--- config.mk ---
export PLATFORM = sky130hd
export DESIGN_NAME = vram_wrbuf_ctrl_flat
export DESIGN_NICKNAME = d
export VERILOG_FILES = /design/src/rtl/vram_wrbuf_ctrl_if.sv /design/src/rtl/vram_wrbuf_ctrl.sv /design/src/flat_wrapper.sv
export SDC_FILE = /design/constraint.sdc
export NUM_CORES = 1
export LEC_CHECK = 0
export BUFFER_PORTS_ARGS = -buffer_cell sky130_fd_sc_hd__buf_2
export CAP_MARGIN = 20
export CORE_ASPECT_RATIO = 0.75
export CORE_MARGIN = 2
export CORE_UTILIZATION = 59
export DETAILED_ROUTE_END_ITERATION = 16
export GPL_TIMING_DRIVEN = 1
export PLACE_DENSITY_LB_ADDON = 0.15
export SLEW_MARGIN = 20
export SYNTH_ARGS = -nofsm -noshare
export SYNTH_HDL_FRONTEND = slang
export SYNTH_SLANG_ARGS = --single-unit
--- constraint.sdc ---
create_clock -name hsclk -period 4.09 [get_ports hsclk]
set_input_delay 0.409 -clock hsclk [delete_from_list [all_inputs] [get_ports hsclk]]
set_output_delay 0.409 -clock hsclk [all_outputs]
set_load 0.02 [all_outputs]
--- src/rtl/vram_wrbuf_ctrl_if.sv ---
// CPU-side write posting and BBC bus ownership signals of the VRAM write buffer.
// master: CPU address/data latching logic; slave: vram_wrbuf_ctrl.
interface vram_wrbuf_ctrl_if #(
  parameter int unsigned DEPTH  = 4,
  parameter int unsigned ADDR_W = 16
);
  localparam int unsigned CntW = $clog2(DEPTH) + 1;

  logic              wr_valid;
  logic [ADDR_W-1:0] wr_adr;
  logic [7:0]        wr_data;
  logic              wr_ready;
  logic              ls_req;
  logic              ls_grant;
  logic              flush_req;
  logic              flush_busy;
  logic              wb_active;
  logic [ADDR_W-1:0] wb_adr;
  logic [7:0]        wb_data;
  logic [CntW-1:0]   wb_count;

  modport master (
    output wr_valid, wr_adr, wr_data, ls_req, flush_req,
    input  wr_ready, ls_grant, flush_busy, wb_active, wb_adr, wb_data, wb_count
  );

  modport slave (
    input  wr_valid, wr_adr, wr_data, ls_req, flush_req,
    output wr_ready, ls_grant, flush_busy, wb_active, wb_adr, wb_data, wb_count
  );
endinterface

--- src/rtl/vram_wrbuf_ctrl.sv ---
// Posted VRAM write buffer: absorbs fast-clock CPU writes and drains them onto the BBC bus,
// one per 2MHz cycle, arbitrating each BBC cycle between the buffer and CPU slow accesses.
module vram_wrbuf_ctrl #(
  parameter int unsigned DEPTH       = 4,
  parameter int unsigned ADDR_W      = 16,
  parameter int unsigned SYNC_STAGES = 2
) (
  input logic              hsclk,
  input logic              resetb,
  input logic              bbc_phi0,
  vram_wrbuf_ctrl_if.slave bus
);

  localparam int unsigned PtrW = $clog2(DEPTH);
  localparam int unsigned CntW = PtrW + 1;

  typedef enum logic [1:0] {StIdle, StBufCyc, StCpuCyc} state_e;

  logic [SYNC_STAGES-1:0] sync_q, sync_d;
  logic                   hist_q;
  logic                   fall_evt;

  logic [ADDR_W-1:0] adr_mem [DEPTH];
  logic [7:0]        dat_mem [DEPTH];

  logic [PtrW-1:0] wr_ptr_q, wr_ptr_d;
  logic [PtrW-1:0] rd_ptr_q, rd_ptr_d;
  logic [CntW-1:0] count_q, count_d;
  logic [CntW-1:0] count_after_pop;
  logic            push, pop;

  state_e state_q, state_d;
  logic   wb_active_q, wb_active_d;
  logic   ls_grant_q, ls_grant_d;

  // Falling phi0 marks the start of BBC phi1: the one point where bus ownership may change.
  assign fall_evt = hist_q & ~sync_q[SYNC_STAGES-1];

  assign pop             = fall_evt & (state_q == StBufCyc);
  assign bus.wr_ready    = (count_q < CntW'(DEPTH)) | pop;
  assign push            = bus.wr_valid & bus.wr_ready;
  assign count_after_pop = count_q - CntW'(pop);

  always_comb begin
    sync_d    = sync_q << 1;
    sync_d[0] = bbc_phi0;

    wr_ptr_d = wr_ptr_q;
    rd_ptr_d = rd_ptr_q;
    if (push) wr_ptr_d = wr_ptr_q + PtrW'(1);
    if (pop)  rd_ptr_d = rd_ptr_q + PtrW'(1);
    count_d = count_q + CntW'(push) - CntW'(pop);

    // A push landing with the decision is not counted: its entry waits for the next BBC cycle.
    state_d = state_q;
    if (fall_evt) begin
      if (count_after_pop != '0) begin
        state_d = StBufCyc;
      end else if (bus.ls_req) begin
        state_d = StCpuCyc;
      end else begin
        state_d = StIdle;
      end
    end

    wb_active_d = (state_d == StBufCyc);
    ls_grant_d  = (state_d == StCpuCyc);
  end

  always_ff @(posedge hsclk or negedge resetb) begin
    if (!resetb) begin
      sync_q      <= '0;
      hist_q      <= 1'b0;
      wr_ptr_q    <= '0;
      rd_ptr_q    <= '0;
      count_q     <= '0;
      state_q     <= StIdle;
      wb_active_q <= 1'b0;
      ls_grant_q  <= 1'b0;
    end else begin
      sync_q      <= sync_d;
      hist_q      <= sync_q[SYNC_STAGES-1];
      wr_ptr_q    <= wr_ptr_d;
      rd_ptr_q    <= rd_ptr_d;
      count_q     <= count_d;
      state_q     <= state_d;
      wb_active_q <= wb_active_d;
      ls_grant_q  <= ls_grant_d;
    end
  end

  always_ff @(posedge hsclk) begin
    if (push) begin
      adr_mem[wr_ptr_q] <= bus.wr_adr;
      dat_mem[wr_ptr_q] <= bus.wr_data;
    end
  end

  assign bus.wb_active  = wb_active_q;
  assign bus.ls_grant   = ls_grant_q;
  assign bus.wb_adr     = adr_mem[rd_ptr_q];
  assign bus.wb_data    = dat_mem[rd_ptr_q];
  assign bus.wb_count   = count_q;
  assign bus.flush_busy = bus.flush_req & (count_q != '0);

endmodule
--- src/flat_wrapper.sv ---
// flat-port wrapper written by rule: the top's interface ports become plain ports
module vram_wrbuf_ctrl_flat 
#(
  parameter int unsigned DEPTH       = 4,
  parameter int unsigned ADDR_W      = 16,
  parameter int unsigned SYNC_STAGES = 2
)
  (hsclk, resetb, bbc_phi0, bus_wr_valid, bus_wr_adr, bus_wr_data, bus_ls_req, bus_flush_req, bus_wr_ready, bus_ls_grant, bus_flush_busy, bus_wb_active, bus_wb_adr, bus_wb_data, bus_wb_count);
  vram_wrbuf_ctrl_if #(.DEPTH(DEPTH), .ADDR_W(ADDR_W)) bus_i ();
  input logic hsclk;
  input logic resetb;
  input logic bbc_phi0;
  input wire logic [$bits(bus_i.wr_valid)-1:0] bus_wr_valid;
  input wire logic [$bits(bus_i.wr_adr)-1:0] bus_wr_adr;
  input wire logic [$bits(bus_i.wr_data)-1:0] bus_wr_data;
  input wire logic [$bits(bus_i.ls_req)-1:0] bus_ls_req;
  input wire logic [$bits(bus_i.flush_req)-1:0] bus_flush_req;
  output wire logic [$bits(bus_i.wr_ready)-1:0] bus_wr_ready;
  output wire logic [$bits(bus_i.ls_grant)-1:0] bus_ls_grant;
  output wire logic [$bits(bus_i.flush_busy)-1:0] bus_flush_busy;
  output wire logic [$bits(bus_i.wb_active)-1:0] bus_wb_active;
  output wire logic [$bits(bus_i.wb_adr)-1:0] bus_wb_adr;
  output wire logic [$bits(bus_i.wb_data)-1:0] bus_wb_data;
  output wire logic [$bits(bus_i.wb_count)-1:0] bus_wb_count;
  assign bus_i.wr_valid = bus_wr_valid;
  assign bus_i.wr_adr = bus_wr_adr;
  assign bus_i.wr_data = bus_wr_data;
  assign bus_i.ls_req = bus_ls_req;
  assign bus_i.flush_req = bus_flush_req;
  assign bus_wr_ready = bus_i.wr_ready;
  assign bus_ls_grant = bus_i.ls_grant;
  assign bus_flush_busy = bus_i.flush_busy;
  assign bus_wb_active = bus_i.wb_active;
  assign bus_wb_adr = bus_i.wb_adr;
  assign bus_wb_data = bus_i.wb_data;
  assign bus_wb_count = bus_i.wb_count;
  vram_wrbuf_ctrl #(.DEPTH(DEPTH), .ADDR_W(ADDR_W), .SYNC_STAGES(SYNC_STAGES)) u_core (.hsclk(hsclk), .resetb(resetb), .bbc_phi0(bbc_phi0), .bus(bus_i));
endmodule
## Yosys cells after proc, flatten, opt, wreduce, memory -nomap -nowiden

Memory sizes are Yosys's and may differ from the RTL's.
Cells that the tools add are included.

| operators by class | value |
|---|---|
| bitwise gates (word level) | 6 |
| eq/ne operators | 3 |
| reductions and logical operators | 2 |
| $lt $le $gt $ge | 1 |
| $add $sub $neg | 5 |
| mux-type cells | 5 |

Operator list:

| kind | number |
|---|---|
| 2-bit two-way mux | 3 |
| 3-bit nonzero test | 2 |
| 3-bit by 1-bit subtractor with 3-bit output | 2 |
| 2-bit by 1-bit adder with 2-bit output (second input constant) | 2 |
| 1-bit bitwise AND | 4 |
| 2-bit by 1-bit equality test with 1-bit output (second input constant) | 2 |
| 3-bit by 1-bit adder with 3-bit output | 1 |
| 3-bit less-than comparator (second input constant) | 1 |
| 2-bit equality test (second input constant) | 1 |
| 1-bit two-way mux | 2 |
| 1-bit NOT | 1 |
| 1-bit bitwise OR | 1 |

| word-level totals | value |
|---|---|
| output and inout bits | 31 |
| memories | 2 |
| bits of input ports | 30 |
| word-level logic and storage cells | 32 |
| bits in writable memories | 96 |
| register bits | 14 |

Memory list:

| memory | depth | width | rd ports | clocked after Yosys merged registers in | wr ports | line | text |
|---|---|---|---|---|---|---|---|
| u_core.adr_mem | 4 | 16 | 1 | 0 | 1 | vram_wrbuf_ctrl.sv:23 | `logic [ADDR_W-1:0] adr_mem [DEPTH];` |
| u_core.dat_mem | 4 | 8 | 1 | 0 | 1 | vram_wrbuf_ctrl.sv:24 | `logic [7:0] dat_mem [DEPTH];` |

## Depth between registers and ports, before layout

Gate-level depths: netlist of run 1.

| logic depth | value |
|---|---|
| depth after elaboration | 8 |
| mapped depth | 8 |
| mapped depth without buffers | 8 |

## Worst setup path after synthesis of run 1

OpenSTA, ideal clock, no wires.

| timing path | value |
|---|---|
| path type | flip-flop to flip-flop |
| from | register u_core.sync_q[1] |
| to | memory u_core.adr_mem[1][0] (enable) |
| stages on the path, launching flop included | 4 |
| clock period less this slack | 2.155 ns |
| data required time | 3.707 ns |
| setup time | 0.383 ns |
| arrival time | 1.772 ns |
| buffers on the path | 0 |
| setup slack | 1.935 ns |
| cell sequence | dfrtp_1 nand2b_1 o21ai_1 and3_1 |

| between the ends | value |
|---|---|
| cells in the longest elaborated chain, start to end | 7 |

RTL lines:

| item | line | text |
|---|---|---|
| start, declared | vram_wrbuf_ctrl.sv:19 | `logic [SYNC_STAGES-1:0] sync_q, sync_d;` |
| start signal, assigned | vram_wrbuf_ctrl.sv:81 | `sync_q <= sync_d;` |
| 1-bit NOT | vram_wrbuf_ctrl.sv:37 | `assign fall_evt = hist_q & ~sync_q[SYNC_STAGES-1];` |
| 1-bit bitwise AND | vram_wrbuf_ctrl.sv:37 |  |
| 1-bit bitwise AND | vram_wrbuf_ctrl.sv:39 | `assign pop = fall_evt & (state_q == StBufCyc);` |
| 1-bit bitwise OR | vram_wrbuf_ctrl.sv:40 | `assign bus.wr_ready = (count_q < CntW'(DEPTH)) \| pop;` |
| net bus_wr_ready | flat_wrapper.sv:18 | `output wire logic [$bits(bus_i.wr_ready)-1:0] bus_wr_ready;` |
| 1-bit bitwise AND | vram_wrbuf_ctrl.sv:41 | `assign push = bus.wr_valid & bus.wr_ready;` |
| 1-bit two-way mux | vram_wrbuf_ctrl.sv:93 | `if (push) begin` |
| 1-bit two-way mux (not written as such) | vram_wrbuf_ctrl.sv:94 | `adr_mem[wr_ptr_q] <= bus.wr_adr;` |
| end, declared | vram_wrbuf_ctrl.sv:23 |  |

The timed path passes the listed nets, and every way through them passes these cells.

## Worst setup path after layout of run 1

| timing path | value |
|---|---|
| from | register u_core.rd_ptr_q[0] |
| to | output port bus_wb_data[7] |

| between the ends | value |
|---|---|
| cells in the longest elaborated chain, start to end | 1 |

RTL lines:

| item | line | text |
|---|---|---|
| start, declared | vram_wrbuf_ctrl.sv:27 | `logic [PtrW-1:0] rd_ptr_q, rd_ptr_d;` |
| start signal, assigned | vram_wrbuf_ctrl.sv:84 | `rd_ptr_q <= rd_ptr_d;` |
| memory 4 x 8 bit | - |  |
| end, declared | flat_wrapper.sv:23 | `output wire logic [$bits(bus_i.wb_data)-1:0] bus_wb_data;` |

No other way between the ends.

==> results of run 1 <==
## cell usage after synthesis (2+ instances only)
cell type,number
a21oi_1,2
and3_1,4
buf_12,2
buf_2,3
dfrtp_1,14
edfxtp_1,96
ha_1,7
inv_1,10
mux4_1,6
mux4_2,18
nand2b_1,2
xnor2_1,4
xor2_1,2
## per-stage QoR
| stage | util, % | setup WS (ps) | total power, mW |
|---|---|---|---|
| after global routing | 69.43 | 1383 | 3.350 |
| after floorplan | - | 1935 | 2.373 |
| after CTS | 69.43 | 1499 | 3.216 |
| after global placement | 66.79 | 1898 | 2.630 |
| final | 69.43 | 1559 | 3.178 |
| after detailed placement | 66.79 | 1910 | 2.645 |
## registers in the layout (all words and copies together), names as in the netlist
| name | cells |
|---|---|
| u_core.sync_q | 2 |
| u_core.hist_q | 1 |
| u_core.bus.wb_count | 3 |
| u_core.bus.wb_active | 1 |
| u_core.rd_ptr_q | 2 |
| u_core.adr_mem | 64 |
| u_core.bus.ls_grant | 1 |
| u_core.dat_mem | 32 |
| u_core.wr_ptr_q | 2 |
| u_core.state_q | 2 |
## final cells by class
class                           count  area share, %
Inverter                           10         0.7876
Sequential cell                   110          67.87
Multi-Input combinational cell     55          18.04
Timing Repair Buffer               65          7.141
Tap cell                           98          2.573
Clock buffer                        9          2.599
Clock inverter                      7         0.9976
## path summary, 6_finish.rpt
path | endpoint
worst min-delay path | u_core.sync_q[0]
worst min register to register | u_core.sync_q[1]
max in group asynchronous | u_core.rd_ptr_q[0]
worst max register to register | u_core.adr_mem[1][3]
worst max-delay path | bus_wb_data[7]
min in group asynchronous | u_core.sync_q[0]
## layer usage
metal	vias up	global-route usage (%)	share of wire (%)
li1	879	-	-
met1	956	25.70	44
met2	59	28.34	48
met3	14	4.923	5.4
met4	0	7.703	1.8
met5	-	0	0
## repair_timing
| item | in CTS | in global routing |
|---|---|---|
| gates resized for setup | 0 | 0 |
| hold buffers | 1 | 0 |
| hold endpoints to repair | 14 | 0 |
## power groups by stage
stage / clock network (mW) / logic, mW / registers (mW)
2_1_floorplan: 0 / 0.835 / 1.54
3_3_place_gp: 0 / 0.977 / 1.65
3_5_place_dp: 0 / 0.988 / 1.66
4_1_cts: 0.592 / 0.993 / 1.63
5_1_grt: 0.635 / 1.05 / 1.66
6_report: 0.579 / 0.979 / 1.62
## cell families (layout without fill, tap and decap cells)
family | after synthesis | after routing | share of synthesized area, %
simple gates | 9 | 9 | 1.669
fa+ha+maj | 8 | 8 | 2.564
buf+inv | 16 | 91 | 2.475
mux | 25 | 25 | 13.77
xor+xnor | 6 | 6 | 1.252
flops | 110 | 110 | 77.04
compound gates | 7 | 7 | 1.222
==> summary.txt, run 1 <==
Run status
  – Run status: complete, no violations

STA
  – Post-layout min period: about 2500 ps
  – Peak Freq: 395.2 MHz
  – Slew HR: 29.39%
  – Skew final: around 11 ps
  – Final critical-path share of the clock period: between 60% and 70%
  – Final Setup Violations: 0
  – Hold_ws: 146.0 ps
  – Worst Tran Pin Value: between 1000 and 1500 ps
  – Final Max Tran Viols: 0
  – Fin. Hold Viols: 0
  – RSZ-0062 raised after global routing: no
  – Total negative slack: 0 ps

Worst setup path
  – R2r setup slk: 1910 ps
  – Critical path class: reg -> out
  – CP bufs+invs: 1
  – Worst r2r path cells: 4
  – Crit path launch type: flip-flop
  – R2R Path Start: u_core.sync_q[1]
  – CP max stage delay: 900 ps
  – Max Fanout on Critical Path: 26
  – WP data arrival: between 2000 and 2500 ps
  – Slowest cell on crit path: dfrtp_2
  – Crit. End Element: primary output
  – WP data required: 3680 ps
  – Number of cells on the critical path: 2
  – CP startpoint: u_core.rd_ptr_q[0]
  – Critical path, cell by cell: mux4_1, buf_2
  – Crit-path leading delay family: flip-flops

GRT
  – Vias in the first global route: about 2000
  – First-pass GRT wire length: around 10000 um
  – GRT overflow: 0
  – Antenna violations before repair: 0
  – Gr usage total: 18.51%
  – Largest net degree at the start of global routing: 27

Worst hold path
  – Min-Delay Startpoint: bbc_phi0
  – Hold Crit Depth: 1
  – Worst hold path type: in -> reg

Power and ir drop
  – Clock Power Share: 18.2%
  – Switching power: 1.065 mW
  – Leakage: 1.763 nW
  – Max VDD drop: 0.3453 mV
  – Combinational share of power: 30.8%
  – Sw Share: 33.52%
  – Seq pwr share: 51.0%
  – P_int: about 2.1 mW
  – PwrDens: 666.9 nW/um^2

Place
  – Placed Area: around 4600 um^2
  – PortBufs: 60
  – HPWL Detailed: 4308 um
  – GP Congestion: 0.7441
  – Placed cells: 337

Synth
  – Number of enable flip-flop cells after synthesis: 96
  – Top cells by area, synth: edfxtp_1 (69%), mux4_2 (9.7%), dfrtp_1 (8.3%)
  – Register bit total from synthesis: 110
  – Unique cell type count in the Yosys netlist: 24
  – Yosys top cell by area: edfxtp_1
  – Most used DFF post-synth: edfxtp_1
  – Synth async-reset ratio: 12.73%
  – Yosys top cell area share: 68.69%
  – Synth Instances: 181
  – Register area share after synthesis: between 70 and 80%
  – Yosys warnings: 0
  – Cell area after synthesis: roughly 4200 um^2
  – Synth Area per Inst: approximately 23 um^2
  – Post-Syn Nets: 219

Finish
  – Non-filler instance count after layout: 354
  – Antenna fix cells: 0
  – Final net count: 289
  – Post-Layout Inst Area: 4766 um^2
  – Multi-input gate area: 859.6 um^2
  – Layout cells sized above 1: roughly two fifths
  – Area grow syn2layout: 13.57%
  – Fill cells: 437
  – Most common cell after layout, fill and taps aside: edfxtp_1
  – Commonest non-fill, non-tap cells in the layout: edfxtp_1 (96), buf_2 (60), mux4_2 (18)
  – Storage element area: roughly 3200 um^2

Floorplan
  – Core ar.: 6864 um^2
  – Num rows: 26
  – Ports: 61
  – Die ar.: 7811 um^2
  – Die width: 101.4 um
  – Initial Utilization: 61.14%
  – Die H: 77.04 um

Routing
  – WL final: 6531 um
  – Routed length per instance: between 15 and 20 um
  – DRT iter0 DRCs: 99
  – Router iterations before antenna repair: 4
  – Vias per cell: 5.390
  – Routed Antenna Nets: 0
  – Drt drc: 0
  – DR vias: 1908

Clock tree
  – TritonCTS clock tree: done
  – Postcts setup bufs: 0
  – Clk buf depth: 2
  – Reg clk slew, reported paths: about 100 ps
  – Clock Latency Late Sink: 370 ps
  – Clock sinks: between 100 and 150
  – H-tree depth: 3
  – CTS Buf Count: 9
  – CTS Root Cell: clkbuf_8

Run
  – Max-Cap Viols: 0
Power figures use the tool's default switching activity.
==> inputs of run 2 (changes only) <==
--- a/config.mk
+++ b/config.mk
@@ -9,7 +9,7 @@
 export CAP_MARGIN = 20
 export CORE_ASPECT_RATIO = 0.75
 export CORE_MARGIN = 2
-export CORE_UTILIZATION = 59
+export CORE_UTILIZATION = 56
 export DETAILED_ROUTE_END_ITERATION = 16
 export GPL_TIMING_DRIVEN = 1
 export PLACE_DENSITY_LB_ADDON = 0.15
==> constraint.sdc (replaced) <==
create_clock -name hsclk -period 2.42 [get_ports hsclk]
set_input_delay 0.242 -clock hsclk [delete_from_list [all_inputs] [get_ports hsclk]]
set_output_delay 0.242 -clock hsclk [all_outputs]
set_load 0.02 [all_outputs]
==> run 2 against run 1 <==
Net effect: wire length grew 0.89%; critical path depth grew 1; critical path type unchanged; hold slack lost 61 ps; power grew 76%; cell count grew 3.4%; design area grew 2.3%; setup slack lost 1400 ps; via count grew 2.3%; register-to-register slack lost 1500 ps; non-clock buffer count grew 9.
==> summary.txt, run 2 (synthesized netlist as in run 1, its figures left out) <==
STA
  – Post-layout min period: 2217 ps
  – Fin. Hold Viols: 0 (unchanged)
  – Final Max Tran Viols: 0 (unchanged)
  – Total negative slack: 0 ps (unchanged)
  – Final worst setup slack: 203.4 ps (-1356 ps)
  – Final critical-path share of the clock period: 91.60%
  – Skew final: 13.46 ps (+2.842 ps)
  – RSZ-0062 raised after global routing: no
  – Final Setup Violations: 0 (unchanged)
  – Worst Tran Pin Value: 427.1 ps (-632.0 ps)
  – Hold_ws: 85.24 ps (-60.77 ps)
  – Peak Freq: roughly 450 MHz
  – Slew HR: 71.29% (+42 points)

Clock tree
  – Post-CTS sizing: 0 (unchanged)
  – TritonCTS clock tree: done
  – Clk buf depth: 2 (unchanged)
  – H-tree depth: 3 (unchanged)
  – Clock sinks: 110 (unchanged)
  – Reg clk slew, reported paths: 100 ps (about the same)
  – Clock Latency Late Sink: 370 ps (about the same)
  – CTS Buf Count: 9 (unchanged)
  – CTS Root Cell: clkbuf_8

Floorplan
  – Core ar.: 7297 um^2 (+6.3%)
  – Ports: 61 (unchanged)
  – Die ar.: 8210 um^2 (+5.1%)
  – Die width: 104.0 um (+2.5%)
  – Die H: 78.97 um (+2.5%)
  – Num rows: 27 (+3.8%)
  – Initial Utilization: 57.51% (-3.6 points)

Routing
  – Routed Antenna Nets: 0 (unchanged)
  – Routed length per instance: 18.00 um (-2.4%)
  – WL final: 6589 um (+0.89%)
  – Vias per cell: 5.331 (-1.1%)
  – Router iterations before antenna repair: 4 (unchanged)
  – Drt drc: 0 (unchanged)
  – DRT iter0 DRCs: 81 (-18%)
  – DR vias: 1951 (+2.3%)

Worst setup path
  – WP data required: 2180 ps (-1500 ps)
  – R2R Path Start: u_core.state_q[1]
  – Critical path class: reg -> out
  – Max Fanout on Critical Path: 14 (-46%)
  – Crit path launch type: flip-flop
  – WP data arrival: 1970 ps (-150 ps)
  – Crit. End Element: primary output
  – CP startpoint: u_core.rd_ptr_q[0]

GRT
  – GR Util met2: 27.30% (-1.0 points)
  – First-pass GRT wire length: 10430 um (about the same)
  – Met1 Use GR: 24.18% (-1.5 points)
  – Global routing's busiest layer: met2
  – Gr usage total: 17.54% (-0.98 points)
  – GRT overflow: 0 (unchanged)
  – Antenna violations before repair: 0 (unchanged)
  – Largest net degree at the start of global routing: 20 (-26%)
  – Vias in the first global route: 1981 (+0.41%)
  – Grt met3 use: 6.240% (+1.3 points)

Power and ir drop
  – Max VDD drop: 0.6110 mV (+77%)
  – Final Power: 5.580 mW (+76%)
  – PwrDens: 1144 nW/um^2 (+72%)
  – Leakage: 1.820 nW (+3.2%)

Worst hold path
  – Worst hold path type: in -> reg
  – Min-Delay Startpoint: bus_wr_data[1]

Finish
  – Storage element area: 3234 um^2 (unchanged)
  – Antenna fix cells: 0 (unchanged)
  – Final net count: 298 (+3.1%)
  – Most common cell after layout, fill and taps aside: edfxtp_1
  – Commonest non-fill, non-tap cells in the layout: edfxtp_1 (96), buf_2 (60), mux4_2 (18)
  – Layout cells sized above 1: 41.51% (+2.1 points)
  – Fill cells: 508 (+16%)
  – Multi-input gate area: 859.6 um^2 (unchanged)
  – Number of flip-flops in the largest register: 64 (unchanged)
  – Area grow syn2layout: 16.22%
  – Largest register by flop count: u_core.adr_mem

Run
  – Max-Cap Viols: 0 (unchanged)

Place
  – HPWL Detailed: 4446 um (+3.2%)
  – GP Congestion: 0.8794 (+18%)
  – PortBufs: 60 (unchanged)
  – Dpl ws: 372.6 ps (-1538 ps)

Run status
  – Run status: complete, no violations
==> run 2: cell count changes in the layout (fill, tap and decap cells not counted) <==
| cell | before | now |
|---|---|---|
| buf_4 | 4 | 11 |
| clkinv_1 | 2 | 0 |
| buf_12 | 0 | 1 |
| bufinv_16 | 0 | 1 |
| clkbuf_1 | 0 | 1 |
| clkinvlp_4 | 0 | 1 |
| dlygate4sd3_1 | 1 | 2 |
| inv_6 | 3 | 2 |
==> run 2: area by class of cell <==
type | instances | area share [%]
repair buffers | 74 | 8.671
flip-flops and latches | 110 | 66.32
multi-input cells | 55 | 17.62
inverters | 10 | 0.7696
clock buffers | 10 | 2.617
clock inverters | 6 | 1.411
well taps | 101 | 2.591
==> run 2: worst max-delay path, cell delays in order (launching register included) <==
cell and delay, ps:
dfrtp_2 640, buf_4 270, mux4_2 530, buf_2 180
==> run 2: stage by stage <==
step	util (%)	cells	area (um^2)
3_3_place_gp	63.87	348	4661
3_5_place_dp	63.87	348	4661
4_1_cts	66.84	366	4877
6_report	66.84	366	4877
2_1_floorplan	-	181	4197
5_1_grt	66.84	366	4877
==> run 2: final timing paths <==
path	to	slack [ps]	cells after the start
worst min-delay path	u_core.dat_mem[0][1]	90	1
min in group asynchronous	u_core.sync_q[0]	300	2
worst max-delay path	bus_wb_adr[0]	200	3
worst min register to register	u_core.sync_q[1]	360	0
worst max register to register	u_core.bus.wb_count[2]	360	8
max in group asynchronous	u_core.rd_ptr_q[0]	1850	2
==> run 2: power breakdown <==
group / leakage [nW] / internal [mW] / switching, mW / total, mW
combinational: 0.686 / 0.850 / 1.02 / 1.87
clock: 0.0973 / 0.487 / 0.598 / 1.08
sequential: 1.04 / 2.42 / 0.206 / 2.63
==> run 2: repair_timing <==
action / in CTS / in global routing
setup buffers: 0 / 0
hold buffers: 2 / 0
hold endpoints to repair: 15 / 0
==> run 2: metal layers <==
metal / share of wire [%] / up-vias
met5: 0 / -
met4: 1.0 / 0
met2: 48 / 44
met3: 5.1 / 9
met1: 46 / 1007
li1: - / 891
==> inputs of run 3 (changes only) <==
--- a/config.mk
+++ b/config.mk
@@ -7,9 +7,11 @@
 export LEC_CHECK = 0
 export BUFFER_PORTS_ARGS = -buffer_cell sky130_fd_sc_hd__buf_2
 export CAP_MARGIN = 20
+export CELL_PAD_IN_SITES_DETAIL_PLACEMENT = 1
+export CELL_PAD_IN_SITES_GLOBAL_PLACEMENT = 1
 export CORE_ASPECT_RATIO = 0.75
 export CORE_MARGIN = 2
-export CORE_UTILIZATION = 56
+export CORE_UTILIZATION = 49
 export DETAILED_ROUTE_END_ITERATION = 16
 export GPL_TIMING_DRIVEN = 1
 export PLACE_DENSITY_LB_ADDON = 0.15
==> run 3 against run 2 <==
Net effect: global-route usage is 1.2 points higher; power increased by 8.0%; non-clock buffer count is 4 lower; first-iteration DRC count is 47% higher; design area increased by 2.3%; via count grew 1.1%; die area increased by 14%; clock-buffer cell count shrank 1; hold slack improved by 17 ps; largest cell class unchanged; highest routed layer unchanged.
==> summary.txt, run 3 (synthesized netlist as in run 1, its figures left out) <==
Worst setup path
  – R2r setup slk: 350 ps (about the same)
  – CP endpoint: bus_wb_data[6]
  – WP data required: 2180 ps (about the same)
  – Reg-to-Reg End: u_core.bus.wb_count[2]
  – Worst r2r path cells: 8 (unchanged)
  – Max Fanout on Critical Path: 10 (-4)
  – WP data arrival: 1930 ps (-40 ps)
  – R2R Path Start: u_core.state_q[1]
  – CP startpoint: u_core.rd_ptr_q[0]
  – Crit path launch type: flip-flop
  – Critical path class: reg -> out
  – Crit. End Element: primary output

Routing
  – Highest routed metal layer: met4
  – Drt drc: 0 (unchanged)
  – DRT iter0 DRCs: 119 (+47%)
  – DR vias: 1973 (+1.1%)
  – Routed length per instance: 21.19 um (+18%)
  – Met1 wire length: 3380 um (+11%)
  – WL final: 7819 um (+19%)
  – Vias per cell: 5.347 (+0.31%)
  – Met3 wire length: 353 um (+5.7%)
  – Routed Antenna Nets: 0 (unchanged)
  – Routed wl met2: 3954 um (+26%)
  – Router iterations before antenna repair: 4 (unchanged)

STA
  – Final Max Tran Viols: 0 (unchanged)
  – Skew final: 6.988 ps (-6.469 ps)
  – Worst Tran Pin Value: 457.4 ps (+30.34 ps)
  – Post-layout min period: 2169 ps (-47.98 ps)
  – Final Setup Violations: 0 (unchanged)
  – Slew HR: 69.25% (-2.0 points)
  – Final critical-path share of the clock period: 89.61% (-2.0 points)
  – Peak Freq: 461.1 MHz (+2.2%)
  – RSZ-0062 raised after global routing: no
  – Fin. Hold Viols: 0 (unchanged)
  – Total negative slack: 0 ps (unchanged)

Floorplan
  – Die ar.: 9328 um^2 (+14%)
  – Num rows: 29 (+7.4%)
  – Ports: 61 (unchanged)
  – Die width: 110.9 um (+6.6%)
  – Core ar.: 8382 um^2 (+15%)
  – Die H: 84.15 um (+6.6%)
  – Initial Utilization: 50.07% (-7.4 points)

Clock tree
  – CTS Buf Count: 9 (unchanged)
  – TritonCTS clock tree: done
  – CTS Root Cell: clkbuf_16
  – Clk buf depth: 2 (unchanged)
  – Post-CTS sizing: 0 (unchanged)
  – Clock Latency Late Sink: 350 ps (-20 ps)
  – Reg clk slew, reported paths: 70 ps (-30 ps)
  – H-tree depth: 3 (unchanged)
  – Clock sinks: 110 (unchanged)

Power and ir drop
  – Combinational share of power: 31.9% (-1.6 points)
  – P_int: 4.074 mW (+8.4%)
  – PwrDens: 1208 nW/um^2 (+5.6%)
  – Final Power: 6.027 mW (+8.0%)
  – Seq pwr share: 43.3% (-3.8 points)
  – Switching power: 1.952 mW (+7.1%)
  – Max VDD drop: 0.7341 mV (+20%)
  – Sw Share: 32.40% (-0.27 points)
  – Leakage: 1.857 nW (+2.1%)
  – Clock Power Share: 24.8% (+5.4 points)

Place
  – HPWL Detailed: 4982 um (+12%)
  – Placed Area: 4664 um^2 (about the same)
  – GP Congestion: 0.7350 (-16%)
  – PortBufs: 60 (unchanged)

Run
  – Max-Cap Viols: 0 (unchanged)

Finish
  – Layout cells sized above 1: 41.00% (-0.51 points)
  – Area grow syn2layout: 18.87%
  – Number of flip-flops in the largest register: 64 (unchanged)
  – Antenna fix cells: 0 (unchanged)
  – Post-Layout Inst Area: 4989 um^2 (+2.3%)
  – Largest register by flop count: u_core.adr_mem
  – Most common cell after layout, fill and taps aside: edfxtp_1
  – Commonest non-fill, non-tap cells in the layout: edfxtp_1 (96), buf_2 (60), mux4_2 (18)
  – Final net count: 294 (-1.3%)

GRT
  – First-pass GRT wire length: 12480 um (+20%)
  – GRT overflow: 0 (unchanged)
  – Vias in the first global route: 2204 (+11%)
  – Gr usage total: 18.70% (+1.2 points)
  – Largest net degree at the start of global routing: 25 (+25%)
  – Antenna violations before repair: 0 (unchanged)

Worst hold path
  – Worst hold path type: in -> reg
  – Hold Crit Depth: 1 (unchanged)

Run status
  – Run status: complete, no violations
-- run 3: changes by cell type in the layout (fill, tap and decap cells not counted) --
cell        delta
clkbuf_16      +9
buf_12         +2
clkbuf_8       -9
inv_6          +2
clkbuf_1       -1
buf_4          -6
clkinvlp_4     -1
-- run 3: stage by stage --
step	util [%]	cells	hold slack (ps)	worst slack [ps]
2_1_floorplan	-	181	-53.59	265.0
3_3_place_gp	55.65	351	155.0	392.3
3_5_place_dp	55.65	351	156.9	345.0
4_1_cts	59.52	369	91.10	197.4
5_1_grt	59.52	369	97.84	141.1
6_report	59.52	369	102.3	251.3
-- run 3: power by group through the flow --
| stage | registers [mW] | logic [mW] | clock network [mW] |
|---|---|---|---|
| 3_5_place_dp | 2.65 | 1.96 | 0 |
| 6_report | 2.61 | 1.92 | 1.50 |
| 4_1_cts | 2.62 | 1.97 | 1.54 |
| 5_1_grt | 2.65 | 2.08 | 1.60 |
| 2_1_floorplan | 2.60 | 1.41 | 0 |
| 3_3_place_gp | 2.63 | 1.93 | 0 |
-- run 3: how the worst min path moves through the flow --
stage / from / to / slack [ps]
3_5_place_dp: resetb / u_core.bus.wb_count[2] / 160
6_report: bus_wr_adr[2] / u_core.adr_mem[3][2] / 100
5_1_grt: bus_wr_data[3] / u_core.dat_mem[1][3] / 100
4_1_cts: bus_wr_adr[2] / u_core.adr_mem[2][2] / 90
2_1_floorplan: resetb / u_core.bus.ls_grant / -50
3_3_place_gp: resetb / u_core.bus.wb_count[2] / 150
-- run 3: cell type report --
cell class              count  area [um^2]
well taps                 108        135.1
fillers                   728         3393
repair buffers             70        417.9
clock inverters             7        78.83
inverters                  10        37.54
flip-flops and latches    110         3234
multi-input cells          55        859.6
clock buffers               9        225.2
-- run 3: per-layer routing --
layer	GRT usage, %	up-vias
li1	-	884
met1	23.98	1035
met2	30.73	42
met3	5.632	12
met4	7.159	0
met5	0	-
-- run 3: timing repair --
item / in CTS / in global routing
hold buffers: 2 / 0
setup buffers: 0 / 0
setup endpoints to repair: 0 / 0
endpoints found under the hold margin: 15 / 0
-- run 3: worst max-delay path: stages, from the launching register on --
cell and delay (ps):
dfrtp_2 550, buf_4 300, mux4_2 540, buf_2 180
